--- config.mk ---
export PLATFORM = sky130hd
export DESIGN_NAME = hazard_control_unit
export DESIGN_NICKNAME = d
export VERILOG_FILES = /design/src/rtl/hazard_control_unit.sv
export SDC_FILE = /design/constraint.sdc
export NUM_CORES = 1
export LEC_CHECK = 0
export ABC_AREA = 1
export BUFFER_PORTS_ARGS = -buffer_cell sky130_fd_sc_hd__buf_2
export CORE_ASPECT_RATIO = 1.1
export CORE_UTILIZATION = 35
export CTS_BUF_LIST = sky130_fd_sc_hd__clkbuf_8
export DETAILED_ROUTE_END_ITERATION = 8
export HOLD_SLACK_MARGIN = 0.03
export PLACE_DENSITY_LB_ADDON = 0.3
export SLEW_MARGIN = 20
export SYNTH_ARGS = -nofsm -noshare
export SYNTH_HDL_FRONTEND = slang
export SYNTH_SLANG_ARGS = --single-unit
--- constraint.sdc ---
create_clock -name clk -period 2.89 [get_ports clk]
set_input_delay 0.867 -clock clk [delete_from_list [all_inputs] [get_ports clk]]
set_output_delay 0.867 -clock clk [all_outputs]
set_load 0.02 [all_outputs]
--- src/rtl/hazard_control_unit.sv ---
// Hazard controller for the 5-stage RV32I pipeline: stage enables, bubbles,
// flushes, PC redirect, plus stall and flush performance counters.
module hazard_control_unit #(
  parameter int LOAD_USE_STALLS = 1,
  parameter int REDIRECT_CYCLES = 2
) (
  input  logic        clk,
  input  logic        rst,
  input  logic [4:0]  ifid_rs1,
  input  logic [4:0]  ifid_rs2,
  input  logic        ifid_rs1_used,
  input  logic        ifid_rs2_used,
  input  logic [4:0]  idex_rd,
  input  logic        idex_mem_read,
  input  logic        ex_mispredict,
  input  logic        dmem_req,
  input  logic        dmem_ready,
  output logic        pc_en,
  output logic        ifid_en,
  output logic        idex_en,
  output logic        exmem_en,
  output logic        ifid_flush,
  output logic        idex_flush,
  output logic        pc_redirect,
  output logic [1:0]  state_out,
  output logic [31:0] stall_count,
  output logic [31:0] flush_count
);

  typedef enum logic [1:0] {
    RUN      = 2'd0,
    LU_STALL = 2'd1,
    MEM_WAIT = 2'd2,
    REDIRECT = 2'd3
  } state_t;

  localparam logic [1:0] LU_RELOAD = 2'(LOAD_USE_STALLS - 1);
  localparam logic [1:0] RD_RELOAD = 2'(REDIRECT_CYCLES - 1);

  state_t      state_q, state_d;
  logic [1:0]  cnt_q, cnt_d;
  logic [31:0] stall_count_q, flush_count_q;

  logic hz, mem_wait, flush_inc;
  logic pc_en_n, ifid_en_n, idex_en_n, exmem_en_n;
  logic ifid_flush_n, idex_flush_n, pc_redirect_n;

  assign hz = idex_mem_read && (idex_rd != 5'd0) &&
              ((ifid_rs1_used && (ifid_rs1 == idex_rd)) ||
               (ifid_rs2_used && (ifid_rs2 == idex_rd)));
  assign mem_wait = dmem_req && !dmem_ready;

  always_comb begin
    state_d       = state_q;
    cnt_d         = cnt_q;
    flush_inc     = 1'b0;
    pc_en_n       = 1'b1;
    ifid_en_n     = 1'b1;
    idex_en_n     = 1'b1;
    exmem_en_n    = 1'b1;
    ifid_flush_n  = 1'b0;
    idex_flush_n  = 1'b0;
    pc_redirect_n = 1'b0;

    if (state_q == MEM_WAIT) begin
      // Pending mispredict/HZ stay frozen in place and are seen in RUN next cycle.
      if (dmem_ready) begin
        state_d = RUN;
      end else begin
        pc_en_n    = 1'b0;
        ifid_en_n  = 1'b0;
        idex_en_n  = 1'b0;
        exmem_en_n = 1'b0;
      end
    end else if (mem_wait) begin
      pc_en_n    = 1'b0;
      ifid_en_n  = 1'b0;
      idex_en_n  = 1'b0;
      exmem_en_n = 1'b0;
      state_d    = MEM_WAIT;
      cnt_d      = 2'd0;
    end else if (ex_mispredict) begin
      pc_redirect_n = 1'b1;
      ifid_flush_n  = 1'b1;
      idex_flush_n  = 1'b1;
      flush_inc     = 1'b1;
      if (REDIRECT_CYCLES > 1) begin
        state_d = REDIRECT;
        cnt_d   = RD_RELOAD;
      end else begin
        state_d = RUN;
        cnt_d   = 2'd0;
      end
    end else begin
      case (state_q)
        RUN: begin
          if (hz) begin
            pc_en_n      = 1'b0;
            ifid_en_n    = 1'b0;
            idex_flush_n = 1'b1;
            if (LOAD_USE_STALLS > 1) begin
              state_d = LU_STALL;
              cnt_d   = LU_RELOAD;
            end
          end
        end
        LU_STALL: begin
          pc_en_n      = 1'b0;
          ifid_en_n    = 1'b0;
          idex_flush_n = 1'b1;
          cnt_d        = cnt_q - 2'd1;
          if (cnt_q == 2'd1) state_d = RUN;
        end
        REDIRECT: begin
          ifid_flush_n = 1'b1;
          cnt_d        = cnt_q - 2'd1;
          if (cnt_q == 2'd1) state_d = RUN;
        end
        default: state_d = RUN;
      endcase
    end
  end

  always_ff @(posedge clk) begin
    if (rst) begin
      state_q       <= RUN;
      cnt_q         <= 2'd0;
      stall_count_q <= 32'd0;
      flush_count_q <= 32'd0;
    end else begin
      state_q <= state_d;
      cnt_q   <= cnt_d;
      if (!pc_en_n)  stall_count_q <= stall_count_q + 32'd1;
      if (flush_inc) flush_count_q <= flush_count_q + 32'd1;
    end
  end

  // Reset holds the pipeline frozen and flushed regardless of the registered state.
  always_comb begin
    if (rst) begin
      pc_en       = 1'b0;
      ifid_en     = 1'b0;
      idex_en     = 1'b0;
      exmem_en    = 1'b0;
      ifid_flush  = 1'b1;
      idex_flush  = 1'b1;
      pc_redirect = 1'b0;
      state_out   = RUN;
      stall_count = 32'd0;
      flush_count = 32'd0;
    end else begin
      pc_en       = pc_en_n;
      ifid_en     = ifid_en_n;
      idex_en     = idex_en_n;
      exmem_en    = exmem_en_n;
      ifid_flush  = ifid_flush_n;
      idex_flush  = idex_flush_n;
      pc_redirect = pc_redirect_n;
      state_out   = state_q;
      stall_count = stall_count_q;
      flush_count = flush_count_q;
    end
  end

endmodule

# Yosys cells after proc, flatten, opt, wreduce, memory -nomap -nowiden
# Cells that the tools add are included.
dict set report word_totals {
  elab_cells 67
  reg_bits 68
  out_inout_bits 73
}
dict set report classes {
  n_eq_ne 9
  n_bitwise 1
  reduce_logical 13
  n_addsub 3
  n_mux 37
}
# operator count
set ops {}
lappend ops {{adder 32 x 1 -> 32 bit (second input constant)} 2}
lappend ops {{2-to-1 mux 32 bit} 2}
lappend ops {{2-to-1 mux 1 bit} 23}
lappend ops {{2-to-1 mux 2 bit} 9}
lappend ops {{equality test 5 bit} 2}
lappend ops {{logical AND 1 bit} 5}
lappend ops {{!= test 5 x 1 -> 1 bit (second input constant)} 1}
lappend ops {{nonzero test 5 bit} 1}
lappend ops {{equality test 2 x 1 -> 1 bit (second input constant)} 2}
lappend ops {{equality test 2 bit (second input constant)} 2}
lappend ops {{!= test 4 bit (second input constant)} 1}
lappend ops {{case mux 1 bit (2 select lines)} 2}
lappend ops {{case mux 2 bit (2 select lines)} 1}
lappend ops {{AND reduction 3 bit} 1}
lappend ops {{nonzero test 3 bit} 1}
lappend ops {{logical NOT 2 bit} 1}
lappend ops {{!= test 2 bit (second input constant)} 1}
lappend ops {{AND reduction 2 bit} 1}
lappend ops {{OR reduction 2 bit} 1}
lappend ops {{subtractor 2 x 1 -> 2 bit (second input constant)} 1}
lappend ops {{logical NOT 1 bit} 1}
lappend ops {{logical OR 1 bit} 1}
lappend ops {{inverter 1 bit} 1}

# Logic depth before layout (Yosys ltp)
dict set report depth {
  depth_word 10
  mapped_depth 13
  depth_no_buf 12
}

# Least setup slack after synthesis
# OpenSTA, ideal clock, no wires.
dict set report synth_path {
  path_type {input to output}
  start {input port idex_rd[2]}
  end {output port pc_en}
  slack_ps -186
  path_buffers 2
  arrival_time_ps 2209
  path_stages 11
  path_cell_list {inv_1 > nand4_1 > o21ai_0 > inv_1 > nand3_1 > nand2_1 > nand2_2 > nand2_2 > buf_4 > nor2_1 > buf_4}
}
dict set report synth_between {
  elab_chain_len 10
}
# element line
set synth_rtl {}
lappend synth_rtl {{from (decl)} 13} ;# input logic [4:0] idex_rd,
lappend synth_rtl {{equality test 5 bit (on tied branches)} {49, 50}}
lappend synth_rtl {{logical AND 1 bit (on tied branches)} {49, 50}}
lappend synth_rtl {{logical OR 1 bit} 49} ;# ((ifid_rs1_used && (ifid_rs1 == idex_rd)) ||
lappend synth_rtl {{logical AND 1 bit (*)} 48} ;# assign hz = idex_mem_read && (idex_rd != 5'd0) &&
lappend synth_rtl {{2-to-1 mux 1 bit (*)} -}
lappend synth_rtl {{case mux 1 bit (2 select lines) (*)} -}
lappend synth_rtl {{2-to-1 mux 1 bit (*) (4 in series)} -}
lappend synth_rtl {{to (decl)} 18} ;# output logic pc_en,
# Every way passes the cells marked *; elsewhere a longest branch is shown, timed or not.

# Worst setup path in the final report
dict set report layout_path {
  start {input port idex_rd[3]}
  end {output port pc_en}
}
dict set report layout_between {
  elab_chain_len 10
}
# element line
set layout_rtl {}
lappend layout_rtl {{equality test 5 bit (on tied branches)} {49, 50}}
lappend layout_rtl {{logical AND 1 bit (on tied branches)} {49, 50}}
lappend layout_rtl {{logical OR 1 bit} 49}
lappend layout_rtl {{logical AND 1 bit (*)} 48}
lappend layout_rtl {{2-to-1 mux 1 bit (*)} 97} ;# if (hz) begin
lappend layout_rtl {{case mux 1 bit (2 select lines) (*)} 95} ;# case (state_q)
lappend layout_rtl {{2-to-1 mux 1 bit (*)} 82} ;# end else if (ex_mispredict) begin
lappend layout_rtl {{2-to-1 mux 1 bit (*)} 75} ;# end else if (mem_wait) begin
lappend layout_rtl {{2-to-1 mux 1 bit (*)} 65} ;# if (state_q == MEM_WAIT) begin
lappend layout_rtl {{2-to-1 mux 1 bit (*)} 140} ;# if (rst) begin
# Marks and branches as above.

==> summary.md <==
| Metric | Value |
|---|---|
| Status | `finished, violations left` |
| Violated checks | `DRC` |
| Ranking of synthesized cells by area | `sky130_fd_sc_hd__dfxtp_1 30%, sky130_fd_sc_hd__nand2_1 15%, sky130_fd_sc_hd__nor2_1 11%, sky130_fd_sc_hd__xor2_1 8.8%, sky130_fd_sc_hd__inv_1 8.0%` |
| Share of flip-flops with an asynchronous set or reset | `0%` |
| Final Hold Fails | `0` |
| Worst setup slack for register-to-register paths | `approximately 0.89 ns` |
| Number of enable-type register cells in the synthesized netlist | `0` |
| Delay-heaviest family, CP | `simple AND/OR/NAND/NOR gates` |
| Pwr Total | `~1.9 mW` |
| Layout filler cell count | `1372` |
| Drt pass-1 iters | `7` |
| Worst slack at placement | `0.0661 ns` |
| Critical Path Source | `idex_rd[3]` |
| Number of antenna violations at the first check in global routing | `0` |
| DIE WIDTH | `about 110 um` |
| Final Net Count | `about 870` |
| Critical path buffers and inverters | `3` |
| Fraction of the cycle the final worst path needs | `between 90 and 100%` |
| Tmin final | `between 2 and 3 ns` |
| Startpoint of the worst register-to-register path | `stall_count_q[0]` |
| Worst relative slew slack | `about 74%` |
| Worst hold slack | `~0.46 ns` |
| Post-synthesis cell type with the largest combined area | `sky130_fd_sc_hd__dfxtp_1` |
| Pleak | `2.26 nW` |
| Unique cell type count in the Yosys netlist | `29` |
| Non-filler instance count after layout | `between 1000 and 1500` |
| Worst Hold Class | `reg2reg` |
| Final count of pins violating max slew | `0` |
| Worst clock skew on the final layout | `roughly 0.012 ns` |
| Starting density of the core | `36.3%` |
| Hold wc startpoint | `cnt_q[1]` |
| Total Wirelength | `between 10000 and 15000 um` |
| Sequential fraction of the synthesis area | `between 20 and 30%` |
| Wire length of the first global-routing pass | `around 21000 um` |
| Stage delay of the slowest cell on the critical path | `around 0.15 ns` |
| Largest net degree at the start of global routing | `38` |
| Most frequent cell after synthesis | `sky130_fd_sc_hd__nand2_1` |
| Pwr/cell area | `around 350 nW/um^2` |
| Global route overflow | `0` |
| Worst path required time | `slightly above 2 ns` |
| Setup slack after layout | `~0.11 ns` |
| Critical-path cell list | `buf_2 > inv_2 > nand2_1 > nand2_1 > nor2_1 > nand3_1 > nand2_1 > nand3_1 > nand2_1 > nand2_2 > nand2_4 > nor2_4 > buf_4` |
| Worst reg-to-reg path cell count | `8` |
| CTS Buf Count | `9` |
| Register area | `between 1000 and 1500 um^2` |
| Count of buffers added by post-CTS timing repair for setup | `0` |
| Arrival time worst endpoint | `roughly 1.9 ns` |
| Cell with the most instances on the worst path | `sky130_fd_sc_hd__nand2_1` |
| Share of cells above drive strength 1 | `between 15 and 20%` |
| Core region area | `about 13000 um^2` |
| Worst Hold Endpoint | `cnt_q[1]` |
| Average instance area after synthesis | `between 6 and 7 um^2` |
| Deepest clock path buffer count | `2` |
| Portion of netlist area occupied by mux cells | `0%` |
| Routed length per instance | `about 12 um` |
| Worst Path Class, Setup | `in2out` |
| Detail Route Antenna Nets | `0` |
| Number of DRC markers in iteration 0 | `274` |
| Mapped Area | `4600 um^2` |
| Clock transition time at the flip-flop clock pins of the worst setup and hold paths | `0.06 ns` |
| Cell row count | `between 40 and 50` |
| # placed instances | `991` |
| DP HPWL | `9540 um` |
| # Max-Cap Violations | `0` |
| Post-synth top cells | `179 x sky130_fd_sc_hd__nand2_1, 129 x sky130_fd_sc_hd__nor2_1, 98 x sky130_fd_sc_hd__inv_1` |
| Number of global-route vias before repair | `4349` |
| CP max-delay cell | `sky130_fd_sc_hd__buf_4` |
| Area growth syn-to-layout | `18.2%` |
| Cell count of the worst hold path | `2` |
| Peak supply drop | `between 0.2 and 0.25 mV` |
| Largest fanout on the critical path | `3` |
| Vertical extent of the die | `~120 um` |
| Number of vias per cell | `between 4 and 5` |
| Setup tns final | `0 ns` |
| Synthesis warning total | `0` |
| Synthesis-stage register bit count | `68` |
| Clock Sinks | `68` |
| Routability Congestion | `~0.94` |
| Post-cts resize count | `0` |
| Most frequently used flop master after synthesis | `sky130_fd_sc_hd__dfxtp_1` |
| Synth Area in Adders | `0.815%` |
| RR Endpoint | `stall_count_q[24]` |
| XOR/XNOR share of the synthesized area | `under 10%` |
| Remaining design rule violation count | `14` |
| Setup crit start kind | `primary input` |
| Buffer cell driving the clock tree root | `sky130_fd_sc_hd__clkbuf_8` |
| Hold-fix buffers, CTS | `0` |
| Proportion of netlist area held by the largest area contributor | `between 20% and 30%` |
| Clock insertion delay at the later pin of the skew report | `roughly 0.35 ns` |
| I/O pins | `96` |
| Total Die Area | `between 10000 and 15000 um^2` |
| Footprint of the multi-input gates | `2740 um^2` |
| Antenna cell count | `0` |
| Finish-stage setup viols | `0` |
| Synthesized net count | `a little under 800` |
| Main combinational cell family by area after synthesis | `simple AND/OR/NAND/NOR gates` |
| Kind of end point of the critical path | `output port` |
| Number of vias in the routed layout | `4784` |
| Post-Synthesis Cells | `about 760` |
| Unrepaired setup endpoints after global routing | `false` |
| TritonCTS clock tree | `built` |
| Maximum clock frequency | `about 360 MHz` |
| Number of port buffers | `between 90 and 100` |
| Fraction of the mapped netlist area in compound gates | `8.32%` |
| H-tree depth | `3` |
| Combined global-route utilization of all metal layers | `between 10% and 20%` |
| Measured slew at the worst slew-check pin | `0.394 ns` |
| Area fraction in and, or, nand and nor cells after synthesis | `between 40% and 50%` |
==> worst max-delay path by stage <==
stage              end  slack (ns)  depth (start not counted)
6_report         pc_en        0.11                         13
5_1_grt        ifid_en        0.01                         11
4_1_cts          pc_en        0.06                         11
3_5_place_dp     pc_en        0.07                         11
3_3_place_gp   ifid_en        0.07                         11
2_1_floorplan  idex_en       -0.04                          5
==> registers in the layout (all words and copies together) (netlist names) <==
name and flops:
cnt_q 2, flush_count_q 32, stall_count_q 32, state_q 2
==> worst reg2reg max path: cells and delay by family, from the launching register on <==
family | cells | cell delay (ns)
AOI/OAI and AO/OA | 1 | 0.12
xor gates and xnor gates | 1 | 0.19
adders and majority gates | 1 | 0.29
DFF | 1 | 0.40
and+or+nand+nor | 5 | 0.93
==> power by group <==
part / switching, mW / internal [mW]
Clock: 0.357 / 0.345
Sequential: 0.0127 / 0.946
Combinational: 0.160 / 0.0705
Total: 0.530 / 1.36
==> cell families after synthesis <==
kind of cell | count (synthesis)
and+or+nand+nor | 432
buffers and inverters | 132
AOI/OAI and AO/OA | 76
DFF | 68
xor gates and xnor gates | 46
adders and majority gates | 3
==> metal layers <==
layer	up-vias	global-route usage (%)	share of wire (%)	wire length [um]
met4	0	6.50	1.8	223
met1	2118	23.1	45	5600
met3	17	3.01	3.8	474
li1	2554	-	-	-
met2	95	34.7	50	6190
met5	-	0	0	0
==> through the flow <==
step                utilization [%]  instance area, um^2
floorplan                         -                 4610
global placement               41.4                 5260
detailed placement             41.4                 5260
CTS                            42.8                 5430
global route                   42.9                 5440
finish                         42.9                 5440
==> area by class of cell <==
cell class / instances / share of cell area (%)
well taps: 157 / 3.61
clock buffers: 11 / 2.78
inverters: 103 / 7.10
multi-input cells: 557 / 50.3
clock inverters: 4 / 0.322
flip-flops and latches: 68 / 25.0
repair buffers: 106 / 10.9
==> cell usage in the layout, fill, tap and decap left out, types with 2 or more instances in the layout <==
cell type / Yosys / final
sky130_fd_sc_hd__nor2_2: 1 / 2
sky130_fd_sc_hd__nor3_1: 39 / 39
sky130_fd_sc_hd__nand2_1: 179 / 179
sky130_fd_sc_hd__inv_2: 5 / 6
sky130_fd_sc_hd__a21oi_1: 58 / 58
sky130_fd_sc_hd__inv_1: 98 / 99
sky130_fd_sc_hd__o21ai_0: 17 / 16
sky130_fd_sc_hd__clkbuf_8: 0 / 11
sky130_fd_sc_hd__clkinv_2: 0 / 2
sky130_fd_sc_hd__nor2_1: 129 / 127
sky130_fd_sc_hd__nor2_4: 2 / 3
sky130_fd_sc_hd__nand2_2: 4 / 3
sky130_fd_sc_hd__nand3_1: 51 / 51
sky130_fd_sc_hd__nand3_2: 2 / 2
sky130_fd_sc_hd__dfxtp_1: 68 / 68
sky130_fd_sc_hd__buf_12: 0 / 2
sky130_fd_sc_hd__xor2_1: 46 / 46
sky130_fd_sc_hd__ha_1: 3 / 3
sky130_fd_sc_hd__nor3_2: 5 / 5
sky130_fd_sc_hd__buf_4: 5 / 12
sky130_fd_sc_hd__buf_2: 4 / 92
sky130_fd_sc_hd__nand4_1: 13 / 13
Power figures use the tool's default switching activity.
